[config.mk]
export PLATFORM = sky130hd
export DESIGN_NAME = key_conditioner
export DESIGN_NICKNAME = d
export VERILOG_FILES = /design/src/rtl/key_conditioner.sv
export SDC_FILE = /design/constraint.sdc
export NUM_CORES = 1
export LEC_CHECK = 0
export ABC_AREA = 1
export CORE_UTILIZATION = 55
export CTS_CLUSTER_SIZE = 24
export DETAILED_ROUTE_END_ITERATION = 8
export HOLD_SLACK_MARGIN = 0.08
export PLACE_DENSITY_LB_ADDON = 0.1
export SLEW_MARGIN = 15
export SYNTH_ARGS = -nofsm -noshare
export SYNTH_HDL_FRONTEND = slang
export SYNTH_SLANG_ARGS = --single-unit
[constraint.sdc]
create_clock -name clk -period 5.9 [get_ports clk]
set_input_delay 0.885 -clock clk [delete_from_list [all_inputs] [get_ports clk]]
set_output_delay 0.885 -clock clk [all_outputs]
set_load 0.1 [all_outputs]
[src/rtl/key_conditioner.sv]
// rtl/key_conditioner.sv - debounce, press detect and auto-repeat for two pushbuttons
// KEY[0] is submit, KEY[1] is increment; only KEY[1] has an auto-repeat path.
module key_conditioner #(
  parameter int DEBOUNCE_CYCLES = 1_000_000,
  parameter int REPEAT_DELAY    = 10_000_000,
  parameter int REPEAT_PERIOD   = 4_000_000
) (
  input  logic       clk,
  input  logic       rst,
  input  logic [1:0] KEY,
  input  logic       rep_en,
  output logic [1:0] held,
  output logic [1:0] press,
  output logic       inc_pulse
);

  localparam int MAX_AB  = (DEBOUNCE_CYCLES > REPEAT_DELAY) ? DEBOUNCE_CYCLES : REPEAT_DELAY;
  localparam int MAX_ABC = (MAX_AB > REPEAT_PERIOD) ? MAX_AB : REPEAT_PERIOD;
  localparam int CW      = (MAX_ABC > 2) ? $clog2(MAX_ABC) : 1;

  // Reload values floor at 1 so a strobe can never land on the cycle right after
  // a press or another strobe, even with degenerate repeat parameters.
  localparam int RD_LOAD_I = (REPEAT_DELAY > 2) ? REPEAT_DELAY - 1 : 1;
  localparam int RP_LOAD_I = (REPEAT_PERIOD > 2) ? REPEAT_PERIOD - 1 : 1;

  localparam logic [CW-1:0] DB_MAX  = CW'(DEBOUNCE_CYCLES - 1);
  localparam logic [CW-1:0] RD_LOAD = CW'(RD_LOAD_I);
  localparam logic [CW-1:0] RP_LOAD = CW'(RP_LOAD_I);
  localparam logic [CW-1:0] CNT_ONE = CW'(1);

  typedef enum logic [1:0] {
    ST_IDLE   = 2'd0,
    ST_DELAY  = 2'd1,
    ST_REPEAT = 2'd2
  } rep_state_e;

  logic [1:0]    sync1_q;
  logic [1:0]    sync2_q;
  logic [1:0]    s;
  logic [1:0]    held_q;
  logic [1:0]    held_d;
  logic [1:0]    press_q;
  logic [1:0]    press_d;
  logic [CW-1:0] dcnt_q [2];
  logic [CW-1:0] dcnt_d [2];

  rep_state_e    state_q;
  rep_state_e    state_d;
  logic [CW-1:0] rcnt_q;
  logic [CW-1:0] rcnt_d;
  logic          rep_strobe;

  // Synchronizer resets to 1 so the keys read as released out of reset.
  always_ff @(posedge clk or posedge rst) begin
    if (rst) begin
      sync1_q <= 2'b11;
      sync2_q <= 2'b11;
    end else begin
      sync1_q <= KEY;
      sync2_q <= sync1_q;
    end
  end

  assign s = ~sync2_q;

  always_comb begin
    held_d = held_q;
    for (int k = 0; k < 2; k++) begin
      dcnt_d[k] = '0;
      if (s[k] != held_q[k]) begin
        if (dcnt_q[k] == DB_MAX) begin
          held_d[k] = s[k];
        end else begin
          dcnt_d[k] = dcnt_q[k] + CNT_ONE;
        end
      end
    end
    press_d = held_d & ~held_q;
  end

  always_ff @(posedge clk or posedge rst) begin
    if (rst) begin
      held_q    <= 2'b00;
      press_q   <= 2'b00;
      dcnt_q[0] <= '0;
      dcnt_q[1] <= '0;
    end else begin
      held_q    <= held_d;
      press_q   <= press_d;
      dcnt_q[0] <= dcnt_d[0];
      dcnt_q[1] <= dcnt_d[1];
    end
  end

  // Release or loss of rep_en wins over an expiring counter in the same cycle.
  always_comb begin
    state_d    = state_q;
    rcnt_d     = rcnt_q;
    rep_strobe = 1'b0;
    if (!held_q[1] || !rep_en) begin
      state_d = ST_IDLE;
      rcnt_d  = '0;
    end else begin
      case (state_q)
        ST_IDLE: begin
          if (press_q[1]) begin
            state_d = ST_DELAY;
            rcnt_d  = RD_LOAD;
          end
        end
        ST_DELAY, ST_REPEAT: begin
          if (rcnt_q == '0) begin
            rep_strobe = 1'b1;
            state_d    = ST_REPEAT;
            rcnt_d     = RP_LOAD;
          end else begin
            rcnt_d = rcnt_q - CNT_ONE;
          end
        end
        default: begin
          state_d = ST_IDLE;
          rcnt_d  = '0;
        end
      endcase
    end
  end

  always_ff @(posedge clk or posedge rst) begin
    if (rst) begin
      state_q <= ST_IDLE;
      rcnt_q  <= '0;
    end else begin
      state_q <= state_d;
      rcnt_q  <= rcnt_d;
    end
  end

  assign held      = held_q;
  assign press     = press_q;
  assign inc_pulse = press_q[1] | rep_strobe;

endmodule

==> flow_summary.toml <==
[run_status]
status = "complete, but fails checks"
failed_checks = "DRC"

[final_layout]
layout.nets = 747
area.growth.synth_to_final_pct = 8.065
layout-drive-gt1-share_pct = 8.243
final-instance-count-excl-fill = 848
antenna_cells = 0
fillers = 809
final_util_pct = 62.15

[global_routing]
grt_use_total_pct = 25.99
overflow = 0
grt_pass1_vias = 4414
grt_pass1_wl_um = 19950
grt_max_degree = 74
grtUsageMet3_pct = 3.579
grt_busiest_layer = "met2"
met1_usage_pct = 34.83
grtUsageMet2_pct = 43.34
antenna_found_initial = 0

[placed_design]
portBuffers = 9
place_ws_ns = 2.136
place_hpwl_um = 8504
globalplace.congestion = 0.9608
dp_cells = 832

[power]
peakVddDrop_uv = 160.1
power_density_nw_per_um2 = 190.8
comb_power_share_pct = 2.8
leakagePower_nw = 2.646
switching_share_pct = 22.50
clkPwrFrac_pct = 42.6
seqPwrFrac_pct = 54.5
internal_power_mw = 0.8130
power.switching_mw = 0.2360

[hold_path]
min_path_cells = 0
hold_end = "sync2_q[0]"
holdCritPathClass = "register to register"
min_from = "sync1_q[0]"

[routing]
vias_per_cell = 5.480
drcViolationCount = 1
routed_wl_um = 11670
wl_per_cell_um = 13.76
antenna_left = 0
drt_first_pass_iters = 8
num_vias = 4647
dr.first_iter.drc_count = 258

[logic_synthesis]
syn-instance-count = 722
yosys.area.top_type = "dfrtp_1"
synth.top_cell.area_share_pct = 38.36
syn_nets = 734
ys_types = 36
ys_warn_count = 0
synth-main-ff-cell = "dfrtp_1"
synthTopCellsByCount = "187 x nand2_1, 140 x nor2_1, 81 x inv_1, 78 x dfrtp_1, 65 x nand3_1"
synth-seq-cells = 82
yosysMostFrequentCell = "nand2_1"
syn-cell-area_um2 = 5089
synth_edf_count = 0
avgSynthCellArea_um2 = 7.048
yosysSeqAreaShare_pct = 40.42
synth_area_leaders = "dfrtp_1 38%, nand2_1 14%, nor2_1 10%"
ys_async_sr_fraction_pct = 100.0

[timing]
slew_viol_final = 0
period_share_pct = 71.14
relSlewSlack_pct = 35.02
setup_viol = 0
finalHoldViolations = 0
tns_ns = 0
min_period_ns = 4.197
fmax_mhz = 238.2
tightestPinTransition_ns = 0.9717
setup_slack_ns = 1.703
grt_setup_unrepaired = "no"
skew_ns = 0.01843

[setup_path]
crit_fanout = 11
worst-r2r-setup-slack_ns = 3.62
start_kind = "register"
required_ns = 5.02
r2r_start = "state_q[0]"
cp_data_arrival_time_ns = 3.31
rr_worst_depth = 6
reg2reg_to = "rcnt_q[12]"
end_kind = "output port"
worstSetupPathType = "register to output port"

[clock_tree]
cts_sinks = 82
hold_buffers = 0
clk_pin_slew_ns = 0.09
cts-htree-levels = 3
cts_buffers = 9
clockBufferDepth = 2
cts_setup_buffers = 0
clk_latency_ns = 0.36
cts.repair.resized = 0
tritoncts = "done"
cts_root_buf = "clkbuf_8"

[floorplan]
ioPinCount = 10
die_area_um2 = 9640
die_w_um = 98.19
initial_core_util_pct = 57.51
core_area_um2 = 8848
rows = 34
die_h_um = 98.19

[run]
cap_violations = 0
[kinds of logic after synthesis]
kind of cell	after synthesis	share of synthesized area, %
AO/OA/AOI/OAI	38	4.573
XOR/XNOR	26	4.475
adder cells (fa/ha/maj)	7	1.721
buffers and inverters	97	7.721
flip-flops	82	40.42
AND/OR/NAND/NOR	472	41.09
[power groups by stage]
| stage | clock, mW | combinational, mW | sequential [mW] |
|---|---|---|---|
| global route | 0.476 | 0.0343 | 0.573 |
| detailed placement | 0 | 0.0307 | 0.583 |
| CTS | 0.457 | 0.0310 | 0.572 |
| floorplan | 0 | 0.0204 | 0.582 |
| finish | 0.447 | 0.0297 | 0.572 |
| global placement | 0 | 0.0305 | 0.583 |
[sequential cells by signal, indices dropped and copies added, names as in the netlist]
name	cells
rcnt_q	24
held	2
sync1_q	2
press	2
state_q	2
sync2_q	2
dcnt_q	48
[metrics by stage]
step / power (mW) / instance area [um2] / hold slack, ns
6_report: 1.049 / 5499 / 0.3580
5_1_grt: 1.084 / 5499 / 0.3657
4_1_cts: 1.060 / 5499 / 0.3592
3_5_place_dp: 0.6139 / 5281 / 0.3476
3_3_place_gp: 0.6135 / 5281 / 0.3475
2_1_floorplan: 0.6023 / 5089 / 0.3452
[cells in the final DEF (no fill, tap or decap), drive strengths merged]
cell type / instances
clkinvlp: 2
o31ai: 1
o211ai: 2
nor2: 154
dfstp: 4
nor3: 27
dfrtp: 78
xor2: 19
nand3b: 2
a21oi: 12
a211oi: 1
clkdlybuf4s50: 9
bufinv: 2
nand2: 193
nand3: 67
clkinv: 7
nand4: 23
clkbuf: 9
nor3b: 5
xnor2: 7
ha: 7
or2: 1
o21bai: 3
inv: 82
buf: 4
o21ai: 19
[metal layers]
metal,share of wire [%],up-vias,routed length (um)
met5,0,-,0
met4,1.4,0,163
met3,5.7,18,668
met2,46,146,5421
met1,46,2169,5416
li1,-,2314,-
[final cells by class]
| class | instances | area (um2) | area share (%) |
|---|---|---|---|
| Clock buffer | 9 | 123.9 | 2.253 |
| Clock inverter | 7 | 93.84 | 1.706 |
| Inverter | 86 | 330.3 | 6.007 |
| Multi-Input combinational cell | 543 | 2639 | 47.99 |
| Sequential cell | 82 | 2057 | 37.41 |
| Tap cell | 108 | 135.1 | 2.457 |
| Timing Repair Buffer | 13 | 120.1 | 2.184 |
[critical path, cell delays in order (launching register included)]
cell and delay, ns:
dfrtp_1 0.41, nor2_1 0.24, nand2_1 0.16, nor2_1 0.13
nand3_1 0.48, o31ai_4 0.36, clkdlybuf4s50_1 1.17
[worst max path at each step]
stage / startpoint / to / slack [ns] / depth (start not counted)
after floorplan: rst / dcnt_q[0] / 2.91 / 1
after global placement: rep_en / inc_pulse / 2.16 / 4
after detailed placement: rcnt_q[6] / inc_pulse / 2.14 / 6
after CTS: rcnt_q[6] / inc_pulse / 1.72 / 6
after global routing: rcnt_q[6] / inc_pulse / 1.50 / 6
final: rcnt_q[6] / inc_pulse / 1.70 / 6
(Power assumes the default switching activity.)
